$ cat config.mk
export PLATFORM = sky130hd
export DESIGN_NAME = pc_fetch_ctrl
export DESIGN_NICKNAME = d
export VERILOG_FILES = /design/src/rtl/pc_fetch_ctrl.sv
export SDC_FILE = /design/constraint.sdc
export NUM_CORES = 1
export LEC_CHECK = 0
export BUFFER_PORTS_ARGS = -buffer_cell sky130_fd_sc_hd__clkbuf_2
export CORE_UTILIZATION = 43
export CTS_CLUSTER_DIAMETER = 60
export DETAILED_ROUTE_END_ITERATION = 12
export PLACE_DENSITY_LB_ADDON = 0.05
export SYNTH_ARGS = -nofsm -noshare
export SYNTH_HDL_FRONTEND = slang
export SYNTH_SLANG_ARGS = --single-unit
$ cat constraint.sdc
create_clock -name clk_i -period 1.8 [get_ports clk_i]
set_input_delay 0.18 -clock clk_i [delete_from_list [all_inputs] [get_ports clk_i]]
set_output_delay 0.18 -clock clk_i [all_outputs]
set_load 0.02 [all_outputs]
$ cat src/rtl/pc_fetch_ctrl.sv
// Fetch sequencer: owns the PC, arbitrates next-PC source, runs one-outstanding imem req/gnt/rvalid.
// Latency: response-to-instr_valid 1 cycle, redirect-to-request 1 cycle; optional PC_MISALIGN_TRAP_EN.
// Backpressure: stall_i holds the one-entry decode buffer and withholds imem_req_o while it is full.
module pc_fetch_ctrl #(
    parameter int unsigned          PC_WIDTH     = 32,
    parameter logic [PC_WIDTH-1:0]  RESET_VECTOR = 32'hBFC00000,
    parameter logic [PC_WIDTH-1:0]  TRAP_VECTOR  = 32'hBFC00380
) (
    input  logic                clk_i,
    input  logic                rst_ni,
    input  logic                stall_i,
    input  logic                redirect_i,
    input  logic [PC_WIDTH-1:0] redirect_pc_i,
    input  logic                trap_i,
    output logic                imem_req_o,
    output logic [PC_WIDTH-1:0] imem_addr_o,
    input  logic                imem_gnt_i,
    input  logic                imem_rvalid_i,
    input  logic [31:0]         imem_rdata_i,
    output logic                instr_valid_o,
    output logic [31:0]         instr_o,
    output logic [PC_WIDTH-1:0] instr_pc_o,
    output logic [PC_WIDTH-1:0] pc_o,
    output logic                misalign_o
);

    typedef enum logic [1:0] {
        ST_BOOT = 2'd0,
        ST_REQ  = 2'd1,
        ST_WAIT = 2'd2
    } state_t;

    state_t                state, state_nxt;
    logic [PC_WIDTH-1:0]   pc, pc_nxt;
    logic                  kill, kill_nxt;
    logic                  valid, valid_nxt;
    logic [31:0]           instr, instr_nxt;
    logic [PC_WIDTH-1:0]   instr_pc, instr_pc_nxt;
    logic                  misalign, misalign_nxt;

    logic                  buf_free;
    logic                  req;
    logic                  grant;
    logic                  flush;
    logic                  mis_hit;
    logic [PC_WIDTH-1:0]   target;

`ifndef PC_MISALIGN_TRAP_EN
    logic unused_pc_low;
    assign unused_pc_low = ^redirect_pc_i[1:0];
`endif

    always_comb begin
        mis_hit = 1'b0;
`ifdef PC_MISALIGN_TRAP_EN
        mis_hit = redirect_i && !trap_i && (redirect_pc_i[1:0] != 2'b00);
        target  = (trap_i || mis_hit) ? TRAP_VECTOR : redirect_pc_i;
`else
        target  = trap_i ? TRAP_VECTOR : {redirect_pc_i[PC_WIDTH-1:2], 2'b00};
`endif
    end

    always_comb begin
        buf_free = !valid || !stall_i;
        req      = (state == ST_REQ) && buf_free;
        grant    = req && imem_gnt_i;
        flush    = (state != ST_BOOT) && (trap_i || redirect_i);
    end

    always_comb begin
        state_nxt    = state;
        pc_nxt       = pc;
        kill_nxt     = kill;
        valid_nxt    = valid;
        instr_nxt    = instr;
        instr_pc_nxt = instr_pc;
        misalign_nxt = 1'b0;

        if (valid && !stall_i) begin
            valid_nxt = 1'b0;
        end

        case (state)
            ST_BOOT: begin
                state_nxt = ST_REQ;
            end
            ST_REQ: begin
                if (grant) begin
                    state_nxt = ST_WAIT;
                    kill_nxt  = flush;
                end
            end
            ST_WAIT: begin
                if (imem_rvalid_i) begin
                    state_nxt = ST_REQ;
                    kill_nxt  = 1'b0;
                    // A response issued before a redirect belongs to the old stream.
                    if (!kill && !flush) begin
                        valid_nxt    = 1'b1;
                        instr_nxt    = imem_rdata_i;
                        instr_pc_nxt = pc;
                        pc_nxt       = pc + PC_WIDTH'(4);
                    end
                end else if (flush) begin
                    kill_nxt = 1'b1;
                end
            end
            default: begin
                state_nxt = ST_BOOT;
            end
        endcase

        if (flush) begin
            pc_nxt       = target;
            valid_nxt    = 1'b0;
            misalign_nxt = mis_hit;
        end
    end

    always_ff @(posedge clk_i or negedge rst_ni) begin
        if (!rst_ni) begin
            state    <= ST_BOOT;
            pc       <= RESET_VECTOR;
            kill     <= 1'b0;
            valid    <= 1'b0;
            instr    <= '0;
            instr_pc <= '0;
            misalign <= 1'b0;
        end else begin
            state    <= state_nxt;
            pc       <= pc_nxt;
            kill     <= kill_nxt;
            valid    <= valid_nxt;
            instr    <= instr_nxt;
            instr_pc <= instr_pc_nxt;
            misalign <= misalign_nxt;
        end
    end

    assign imem_req_o    = req;
    assign imem_addr_o   = pc;
    assign pc_o          = pc;
    assign instr_valid_o = valid;
    assign instr_o       = instr;
    assign instr_pc_o    = instr_pc;
    assign misalign_o    = misalign;

endmodule

# Word level (Yosys, flattened, before mapping)
# Index checks and enable logic that the tools add are counted.
[op_classes]
add_sub_neg = 1
eq_ne = 5
muxes = 17
n_reduce_logical = 21
[op_table]
columns = ["operator", "n"]
rows = [
  ["2-to-1 mux 32 bit", 5],
  ["adder 32 x 3 -> 32 bit (second input constant)", 1],
  ["nonzero test 2 bit", 5],
  ["AND reduction 3 bit", 3],
  ["2-to-1 mux 1 bit", 8],
  ["one-hot mux 2 bit (3 select lines)", 1],
  ["logical AND 1 bit", 5],
  ["logical NOT 1 bit", 4],
  ["2-to-1 mux 2 bit", 2],
  ["inequality test 2 bit (second input constant)", 2],
  ["inequality test 3 bit (second input constant)", 1],
  ["equality test 2 x 1 -> 1 bit (second input constant)", 1],
  ["equality test 2 bit (second input constant)", 1],
  ["logical NOT 2 bit", 1],
  ["logical OR 1 bit", 2],
  ["one-hot mux 1 bit (2 select lines)", 1],
  ["AND reduction 2 bit", 1],
]
[word_totals]
register_bits = 100
out_inout_bits = 131
word_cells = 50

# Logic depth before layout (Yosys ltp)
# Gate-level depths: netlist of run 1.
[depth]
ltp_word = 8
depth_mapped = 8

# Least setup slack after synthesis of run 1
# OpenSTA, ideal clock, no wires.
[synth_timing]
path_kind = "register to register"
from = "register pc[2], in the netlist imem_addr_o[2]"
to = "register pc[28], in the netlist imem_addr_o[28]"
setup_ns = 0.081
arrival_time_ns = 2.020
required_time_ns = 1.719
slack_ns = -0.301
path_stages_with_launch = 7
path_cell_list = "dfrtp_1 -> ha_1 -> nand4_1 -> nor4_4 -> nand3_2 -> or4_1 -> o211ai_1"
[synth_between]
elab_chain_len = 5
[synth_lines]
columns = ["item", "line_no", "source"]
rows = [
  ["from (decl)", "34", "logic [PC_WIDTH-1:0] pc, pc_nxt;"],
  ["from (signal assigned)", "131", "pc <= pc_nxt;"],
  ["adder 32 x 3 -> 32 bit", "102", "pc_nxt = pc + PC_WIDTH'(4);"],
  ["2-to-1 mux 32 bit", "98", "if (!kill && !flush) begin"],
  ["2-to-1 mux 32 bit", "94", "if (imem_rvalid_i) begin"],
  ["2-to-1 mux 32 bit", "83", "case (state)"],
  ["2-to-1 mux 32 bit", "113", "if (flush) begin"],
]
# Every way passes these cells. The select of a mux whose other input is x is not followed.
# A chain may end at the register's enable or synchronous reset.

# Worst setup path in the final report of run 1
[layout_timing]
from = "register pc[3], in the netlist imem_addr_o[3]"
to = "register pc[28], in the netlist imem_addr_o[28]"
# The elaborated chain is that of the path after synthesis.

==> run summary, run 1 <==
Setup tns final: 0 ns
M3 GR Usage: 3.83%
CP peak stage delay: 0.41 ns
Final WL: 13.0 mm
Crit end category: register
FFs w/ async S/R, synth: 100%
CTS buffer count: 9
Worst hold path type: in -> reg
Critical Path AT: 2.05 ns
DR WL/cell: 16.3 microns
Max FO, Critical Path: 8
# IOs: 202
Layout Nets: 726
Antenna violations before repair: 1
Maxcap violations: 0
Post-DR vias/cell: 5.19
CTS sink count: 96
Final Util: 60.3%
EDFF count, synth: 0
Chip Width: 107 microns
Total GRT Usage: 22.0%
Share of the yosys chip area belonging to registers: 50.7%
GR Util met2: 37.0%
Hold Worst Slack: 0.0138 ns
Fill cell count: 937
Critical path required time: 2.09 ns
Post-Synth Adder-Cell Area: 0.263%
Crit share post-route: 97.5%
Multiplexer share of the synthesized area: 14.0%
XOR/XNOR Fraction of Synth Area: 1.66%
Final hold viol count: 0
CTS tree: yes
Hold Path End: imem_addr_o[18]
Clk_skew: 0.00827 ns
Post-synthesis simple-gate area fraction: 13.5%
LEAKAGE: 3.36 nW
# DRC: 0
RD Place Congestion: 0.815
Layout cells sized above 1: 53.4%
Vias: 4,152
Critical path startpoint: imem_addr_o[3]
H-tree Lvls: 3
Main combinational cell family by area after synthesis: multiplexers
Synthesized area per cell: 11.0 sq um
Clock root buffer: clkbuf_8
Initial core utilization: 44.1%
Die footprint: 11,500 sq um
Synth area leaders: dfrtp_1, mux2_2, mux2_1, buf_4, dfstp_2
Via count of the first global-routing pass: 3,970
Reg2Reg Setup Slack: 0.05 ns
RR Startpoint: imem_addr_o[3]
Hold_sp: redirect_pc_i[18]
Syn. warnings: 0
Reg2reg end: imem_addr_o[28]
RSZ-0062 raised after global routing: true
Synth Area in Compound Gates: 11.6%
Worst setup margin: 0.0455 ns
Post-route cell area: 6510 sq um
Die height: 107 microns
Final Setup Violations: 0
Max Fclk: 570 MHz
Placement Cell Area: 6030 sq um
Largest net degree at the start of global routing: 56
PwrDens: 1380 nW/um^2
Mapped cell area: 4760 sq um
Top cell type's share of synthesized area: 45.8%
Syn Inst Count: 434
First-pass GRT wire length: 19.5 mm
Post-placement setup slack: -0.00231 ns
CP max-delay cell: dfrtp_2
Min cycle time layout: 1.75 ns
Grt ovf: 0
Clk_lat worst skew: 0.37 ns
Site Rows: 38
Status: finished, final reports clean
Final Max Slew Viols: 0
Synthesized flop and latch total: 96
Kind of critical path: reg -> reg
Distinct cells, synth: 53
Hold path depth: 3
Gr busiest metal: met2
Peak VDD IR: 720 uV
Met1 Use GR: 27.5%
Initial DRC Count: 238
CTS Buffer Depth: 2
Post-DP HPWL: 9.09 mm
Routed Antenna Nets: 0
Startpoint Class: register
CP Cell Sequence: ha_4, nand4_1, nor4_4, buf_6, nand3_4, or4_1, o211ai_1
P&R area growth vs syn: 36.9%
Clock slew at reported path FFs: 0.09 ns
Main synth FF type: dfrtp_1
Area leader, netlist: dfrtp_1
PortBufs: 192
Reg2Reg Depth: 7
Detailed Routing Iterations Pass 1: 5
Core footprint: 10,800 sq um
==> worst max-delay path by stage <==
stage	to	slack, ns	depth (start not counted)
2_1_floorplan	imem_addr_o[28]	-0.03	6
3_3_place_gp	imem_addr_o[21]	0.03	6
3_5_place_dp	imem_addr_o[21]	-0.002	6
4_1_cts	imem_addr_o[21]	0.02	6
5_1_grt	imem_addr_o[5]	-0.02	8
6_report	imem_addr_o[28]	0.05	7
==> cells in the mapped netlist (2+ instances only) <==
cell type,count
dfrtp_1,87
nand2_1,41
buf_4,37
mux2_2,34
a21oi_1,28
mux2_1,25
nor2_1,20
nand3_1,17
o21ai_0,17
clkbuf_1,11
buf_2,9
dfstp_2,9
nor3_1,8
xor2_1,7
inv_1,6
nand4_1,6
o2bb2ai_1,5
a2bb2oi_1,4
nand3_2,4
o211ai_1,4
o21ai_1,4
o311ai_1,4
o31ai_1,4
or4_1,4
a32o_1,3
a211oi_1,2
a31oi_1,2
and3_1,2
and4_1,2
nor2b_1,2
nor4_4,2
o22ai_1,2
xnor2_1,2
==> cell families (layout without fill, tap and decap cells) <==
kind of cell | after synthesis | count (layout)
AO/OA/AOI/OAI | 86 | 86
XOR/XNOR | 9 | 9
adder cells (fa/ha/maj) | 1 | 1
buffers and inverters | 64 | 283
flip-flops | 96 | 96
multiplexers | 59 | 59
other | 1 | 8
AND/OR/NAND/NOR | 118 | 118
==> critical path, delay by kind of cell (launching register included) <==
kind | cells | cell delay (ns)
AND/OR/NAND/NOR | 4 | 0.84
flip-flops | 1 | 0.41
buffers and inverters | 1 | 0.18
adder cells (fa/ha/maj) | 1 | 0.16
AO/OA/AOI/OAI | 1 | 0.10
==> placed cells by master, fill, tap and decap left out, drive strengths merged, types with 5 or more instances in the layout <==
cell type    n
clkbuf     207
o2bb2ai      5
mux2        59
buf         65
nor2        20
dfrtp       87
o21ai       21
nand2       41
nor3         8
a21oi       28
nand3       22
inv          7
dfstp        9
nand4        6
conb         7
xor2         7
==> cell type report <==
class | instances | area (sq um) | share of cell area (%)
repair buffers | 261 | 1590 | 24.4
diodes | 1 | 2.50 | 0.0384
inverters | 6 | 22.5 | 0.346
clock buffers | 12 | 155 | 2.38
multi-input cells | 280 | 2080 | 32.0
flip-flops and latches | 96 | 2430 | 37.4
clock inverters | 4 | 52.6 | 0.807
well taps | 140 | 175 | 2.69
==> per-stage QoR <==
stage / instances / power (mW)
after floorplan: 440 / 5.88
after global placement: 766 / 7.27
after detailed placement: 766 / 7.36
after CTS: 783 / 8.89
after global routing: 800 / 9.54
final: 800 / 8.98
==> where the power goes <==
part / internal [mW] / switching [mW] / leakage [nW] / total, mW
logic: 1.69 / 2.53 / 2.04 / 4.22
clock network: 0.725 / 0.769 / 0.107 / 1.49
registers: 2.82 / 0.443 / 1.22 / 3.26
==> per-layer routing <==
| layer | vias up | routed length [microns] |
|---|---|---|
| met5 | - | 0 |
| met4 | 0 | 353 |
| met3 | 21 | 823 |
| met2 | 157 | 6370 |
| met1 | 2019 | 5470 |
| li1 | 1955 | - |
==> flip-flops by register name, indices dropped and copies added (netlist names) <==
name           cells
state              2
instr_pc_o        30
imem_addr_o       30
kill               1
instr_o           32
instr_valid_o      1
==> what timing repair did <==
action,CTS,global route
endpoints found under the setup margin,2,19
pin swaps,0,4
endpoints found under the hold margin,20,0
gates resized for setup,2,12
gates cloned,0,3
hold buffers,1,0
buffers inserted,0,13
(Power assumes the default switching activity.)
==> inputs of run 2 (changes only) <==
--- a/config.mk
+++ b/config.mk
@@ -10,6 +10,7 @@
 export CTS_CLUSTER_DIAMETER = 60
 export DETAILED_ROUTE_END_ITERATION = 12
 export PLACE_DENSITY_LB_ADDON = 0.05
+export RECOVER_POWER = 100
 export SYNTH_ARGS = -nofsm -noshare
 export SYNTH_HDL_FRONTEND = slang
 export SYNTH_SLANG_ARGS = --single-unit
==> run 2 against run 1 <==
  * Critical path depth is the same
  * Routed wire length grew 0.15%
  * Sequential power is essentially flat
  * Total power shrank 2.7%
  * Cell count is the same
  * Utilization shrank 2.2 points
  * Combinational power shrank 5.5%
  * Clock power is essentially flat
  * Flip-flop and latch count is the same
  * Non-clock buffer count is the same
  * Clock skew is essentially flat
  * Fmax grew 0.55%
  * Largest power group unchanged
==> run summary, run 2 (synthesis results as in run 1) <==
Clock root buffer: clkbuf_8
Initial DRC Count: 211 (-11%)
Max Fclk: 573 MHz (+0.55%)
Startpoint Class: register
CTS sink count: 96 (unchanged)
Final Setup Violations: 0 (unchanged)
Peak VDD IR: 663 uV (-7.9%)
Final WL: 13.0 mm (+0.15%)
Setup tns final: 0 ns (unchanged)
Dpl cells: 766 (unchanged)
Via count of the first global-routing pass: 3,970 (unchanged)
H-tree Lvls: 3 (unchanged)
Max FFs per register: 32 (unchanged)
Overall power: 8.74 mW (-2.7%)
Post-route cell area: 6270 sq um (-3.6%)
Total GRT Usage: 22.0% (unchanged)
CTS tree: yes
Crit share post-route: 96.9% (-0.53 points)
Layout cells sized above 1: 34.4% (-19 points)
P&R area growth vs syn: 31.9%
Crit end category: register
Post-DR vias/cell: 5.20 (+0.12%)
Final Max Slew Viols: 0 (unchanged)
Post-DP HPWL: 9.09 mm (unchanged)
Maxcap violations: 0 (unchanged)
Antenna violations before repair: 1 (unchanged)
DR WL/cell: 16.3 microns (+0.15%)
Vias: 4,157 (+0.12%)
Critical path required time: 2.09 ns (about the same)
Final hold viol count: 0 (unchanged)
Chip Width: 107 microns (unchanged)
Critical Path AT: 2.04 ns (about the same)
PwrDens: 1390 nW/um^2 (+0.95%)
Routed Antenna Nets: 0 (unchanged)
RD Place Congestion: 0.815 (unchanged)
Worst setup margin: 0.0551 ns (+0.00954 ns)
# DRC: 0 (unchanged)
Post-placement setup slack: -0.00231 ns (unchanged)
Detailed Routing Iterations Pass 1: 4 (-1)
# IOs: 202 (unchanged)
Non-filler instance count after layout: 800 (unchanged)
First-pass GRT wire length: 19.5 mm (unchanged)
Status: finished, final reports clean
Commonest non-fill, non-tap cell in the layout: clkbuf_1
Max FO, Critical Path: 8 (unchanged)
Layout Nets: 726 (unchanged)
RSZ-0062 raised after global routing: true
Core footprint: 10,800 sq um (unchanged)
CTS Buffer Depth: 2 (unchanged)
Min cycle time layout: 1.74 ns (-0.00954 ns)
Worst-Margin Slew: 0.743 ns
CTS buffer count: 9 (unchanged)
Hold Worst Slack: 0.0159 ns (+0.00218 ns)
PortBufs: 192 (unchanged)
Placement Cell Area: 6030 sq um (unchanged)
Max-slew headroom: 50.5%
Die height: 107 microns (unchanged)
Clk_lat worst skew: 0.37 ns (about the same)
Worst hold path type: in -> reg
Largest net degree at the start of global routing: 56 (unchanged)
LEAKAGE: 2.94 nW (-13%)
Kind of critical path: reg -> reg
Most frequent cells in the layout: clkbuf_1, clkbuf_2, dfrtp_1, buf_4, nand2_1
Clk_skew: 0.00848 ns (+0.000213 ns)
Initial core utilization: 44.1% (unchanged)
Die footprint: 11,500 sq um (unchanged)
Site Rows: 38 (unchanged)
Grt ovf: 0 (unchanged)
Final Util: 58.1% (-2.2 points)
Clock slew at reported path FFs: 0.09 ns (about the same)
==> run 2: cell types whose count changed in the layout (fill, tap and decap cells not counted), moves of 2 or more <==
cell and delta:
clkbuf_16 -2, clkbuf_2 -117, clkbuf_1 +124, buf_4 -6
buf_6 +2
==> run 2: layout make-up <==
cell class | instances | area [sq um]
Antenna cell | 1 | 2.50
Sequential cell | 96 | 2430
Fill cell | 1019 | 4520
Multi-Input combinational cell | 280 | 2080
Inverter | 6 | 22.5
Clock inverter | 4 | 52.6
Clock buffer | 12 | 155
Tap cell | 140 | 175
Timing Repair Buffer | 261 | 1350
==> run 2: layer usage <==
| metal | global-route usage (%) | wire (microns) | up-vias | part of all wire (%) |
|---|---|---|---|---|
| li1 | - | - | 1957 | - |
| met1 | 27.5 | 5610 | 2020 | 43 |
| met2 | 37.0 | 6380 | 162 | 49 |
| met3 | 3.83 | 726 | 18 | 5.6 |
| met4 | 10.6 | 314 | 0 | 2.4 |
| met5 | 0 | 0 | - | 0 |
==> run 2: where the power goes <==
| group | leakage [nW] | total [mW] | internal, mW | switching [mW] |
|---|---|---|---|---|
| clock network | 0.107 | 1.49 | 0.725 | 0.765 |
| logic | 1.61 | 3.99 | 1.46 | 2.53 |
| registers | 1.22 | 3.26 | 2.82 | 0.440 |
==> run 2: path summary, 6_finish.rpt <==
kind	startpoint	end	slack (ns)	cells after the start
setup / recovery	imem_addr_o[3]	imem_addr_o[28]	0.06	7
hold reg to reg	instr_pc_o[20]	instr_pc_o[20]	0.49	2
min in group asynchronous	rst_ni	instr_o[4]	0.40	2
setup reg to reg	imem_addr_o[3]	imem_addr_o[28]	0.06	7
max in group asynchronous	rst_ni	imem_addr_o[6]	0.43	3
hold / removal	redirect_pc_i[18]	imem_addr_o[18]	0.02	3
==> run 2: critical path, stage by stage (launching register included) <==
cell	delay (ns)
dfrtp_2	0.41
ha_4	0.16
nand4_1	0.17
nor4_4	0.18
buf_6	0.18
nand3_4	0.07
or4_1	0.40
o211ai_1	0.10
==> run 2: repair_timing <==
item / 4_1_cts / 5_1_grt
hold endpoints to repair: 20 / 0
setup endpoints to repair: 2 / 19
buffers inserted: 0 / 13
pin swaps: 0 / 4
hold buffers: 1 / 0
resized for setup: 2 / 12
cloned: 0 / 3
==> inputs of run 3 (changes only) <==
==> constraint.sdc (replaced) <==
create_clock -name clk_i -period 1.8 [get_ports clk_i]
set_input_delay 0.36 -clock clk_i [delete_from_list [all_inputs] [get_ports clk_i]]
set_output_delay 0.36 -clock clk_i [all_outputs]
set_load 0.02 [all_outputs]
==> run 3 against run 2 <==
  * Cell count grew 0.25%
  * First-iteration DRC count fell by 45%
  * Routed wire length down 6.8%
  * Global-route usage up 0.16 points
  * Critical path depth fell by 2
  * Clock power down 11%
  * Worst setup slack improved by 0.0015 ns
  * Clock skew down 0.00065 ns
  * Hold slack better by 0.18 ns
  * Register-to-register slack about the same
  * Via count fell by 1.8%
  * Largest cell class unchanged
==> run summary, run 3 (synthesis results as in run 1) <==
Status: finished, final reports clean
Final Max Slew Viols: 0 (unchanged)
Grt ovf: 0 (unchanged)
Final hold viol count: 0 (unchanged)
CTS sink count: 96 (unchanged)
Largest net degree at the start of global routing: 34 (-39%)
P&R area growth vs syn: 31.3%
Die height: 107 microns (unchanged)
Worst-Margin Slew: 0.659 ns (-0.0833 ns)
Crit share post-route: 96.9% (about the same)
Bufs and invs on worst path: 0 (-1)
Dpl cells: 775 (+1.2%)
Clk_lat worst skew: 0.36 ns (about the same)
Post-route cell area: 6240 sq um (-0.48%)
Via count of the first global-routing pass: 4,025 (+1.4%)
Maxcap violations: 0 (unchanged)
Layout Nets: 729 (+0.41%)
# DRC: 0 (unchanged)
CTS tree: yes
Final Setup Violations: 0 (unchanged)
Initial core utilization: 44.1% (unchanged)
Gr busiest metal: met2
Placement Cell Area: 6090 sq um (+0.91%)
CP Cell Sequence: nand2b_4, nor3b_2, nand2_4, or4_1, o211ai_1
Worst hold path type: in -> reg
Clock root buffer: clkbuf_8
Clk_skew: 0.00783 ns (-0.000648 ns)
Max-slew headroom: 56.1% (+5.6 points)
Site Rows: 38 (unchanged)
Critical Path AT: 2.03 ns (about the same)
First-pass GRT wire length: 19.6 mm (+0.49%)
Startpoint Class: register
CTS buffer count: 9 (unchanged)
PwrDens: 1370 nW/um^2 (-1.6%)
Inserted Diodes: 0 (-1)
Chip Width: 107 microns (unchanged)
CP peak stage delay: 0.52 ns (+0.11 ns)
Most frequent cells in the layout: clkbuf_1, clkbuf_2, dfrtp_1, buf_4, nand2_1
Min cycle time layout: 1.74 ns (-0.00149 ns)
Critical path's top delay family: simple AND/OR/NAND/NOR gates
Critical path required time: 2.09 ns (about the same)
CTS Buffer Depth: 2 (unchanged)
H-tree Lvls: 3 (unchanged)
Commonest non-fill, non-tap cell in the layout: clkbuf_1
Peak VDD IR: 690 uV (+4.0%)
Kind of critical path: reg -> reg
# IOs: 202 (unchanged)
PortBufs: 192 (unchanged)
LEAKAGE: 2.90 nW (-1.4%)
Max FO, Critical Path: 6 (-2)
Clock slew at reported path FFs: 0.09 ns (about the same)
Layout cells sized above 1: 35.8% (+1.4 points)
GR Util met2: 37.6% (+0.60 points)
Post-DR vias/cell: 5.09 (-2.0%)
Max Fclk: 574 MHz (about the same)
Initial DRC Count: 116 (-45%)
Overall power: 8.55 mW (-2.1%)
RD Place Congestion: 0.787 (-3.4%)
Fill cell count: 1,036 (+1.7%)
Antenna violations before repair: 0 (-1)
Final WL: 12.1 mm (-6.8%)
Total GRT Usage: 22.2% (+0.16 points)
Routed Antenna Nets: 0 (unchanged)
Detailed Routing Iterations Pass 1: 4 (unchanged)
DR WL/cell: 15.1 microns (-7.1%)
Worst setup margin: 0.0566 ns (+0.00149 ns)
RSZ-0062 raised after global routing: true
Max FFs per register: 32 (unchanged)
Crit end category: register
Die footprint: 11,500 sq um (unchanged)
Post-DP HPWL: 9.37 mm (+3.1%)
Vias: 4,083 (-1.8%)
Core footprint: 10,800 sq um (unchanged)
Met1 Use GR: 28.3% (+0.76 points)
M3 GR Usage: 5.17% (+1.3 points)
Non-filler instance count after layout: 802 (+0.25%)
CP max-delay cell: or4_1
Post-placement setup slack: -0.0287 ns (-0.0264 ns)
run 3: layout make-up:
| class | count | area (sq um) | area share [%] |
|---|---|---|---|
| Multi-Input combinational cell | 280 | 2080 | 33.2 |
| Clock buffer | 10 | 138 | 2.20 |
| Clock inverter | 6 | 42.5 | 0.681 |
| Timing Repair Buffer | 264 | 1360 | 21.8 |
| Inverter | 6 | 22.5 | 0.361 |
| Tap cell | 140 | 175 | 2.81 |
| Sequential cell | 96 | 2430 | 39.0 |
run 3: metrics by stage:
| step | setup TNS, ns | utilization, % | hold WS [ns] |
|---|---|---|---|
| 2_1_floorplan | -0.0270 | - | 0.0644 |
| 3_3_place_gp | 0 | 56.4 | 0.311 |
| 3_5_place_dp | -0.0523 | 56.4 | 0.303 |
| 4_1_cts | -0.0281 | 58.7 | 0.178 |
| 5_1_grt | -0.139 | 57.9 | 0.180 |
| 6_report | 0 | 57.9 | 0.201 |
run 3: routing by layer:
metal  wire length [microns]  share of wire, %
met5                       0                 0
met4                     144               1.2
met3                     729               6.0
met2                    6060                50
met1                    5210                43
run 3: path summary, 6_finish.rpt:
path / from / end / slack, ns / depth (start not counted)
max: state[0] / imem_addr_o[28] / 0.06 / 5
min: redirect_pc_i[17] / imem_addr_o[17] / 0.20 / 3
max in group asynchronous: rst_ni / imem_addr_o[10] / 0.26 / 3
min in group asynchronous: rst_ni / instr_o[5] / 0.55 / 2
max reg2reg: state[0] / imem_addr_o[28] / 0.06 / 5
min reg2reg: instr_pc_o[20] / instr_pc_o[20] / 0.49 / 2
run 3: power by group:
| group | leakage, nW | internal [mW] | switching [mW] |
|---|---|---|---|
| combinational | 1.58 | 1.49 | 2.51 |
| clock | 0.0891 | 0.545 | 0.774 |
| sequential | 1.22 | 2.82 | 0.423 |
| total | 2.90 | 4.85 | 3.70 |
run 3: timing repair:
action                                 4_1_cts  5_1_grt
pin swaps                                    3       11
hold buffers                                 1        0
resized for setup                            3       18
endpoints found under the hold margin       17        0
setup buffers                                5        5
setup endpoints to repair                    4       42
run 3: worst register-to-register path: cells and delay by family, from the launching register on:
| kind | cells | cell delay [ns] |
|---|---|---|
| AO/OA/AOI/OAI | 1 | 0.10 |
| flip-flops | 1 | 0.44 |
| AND/OR/NAND/NOR | 4 | 1.14 |
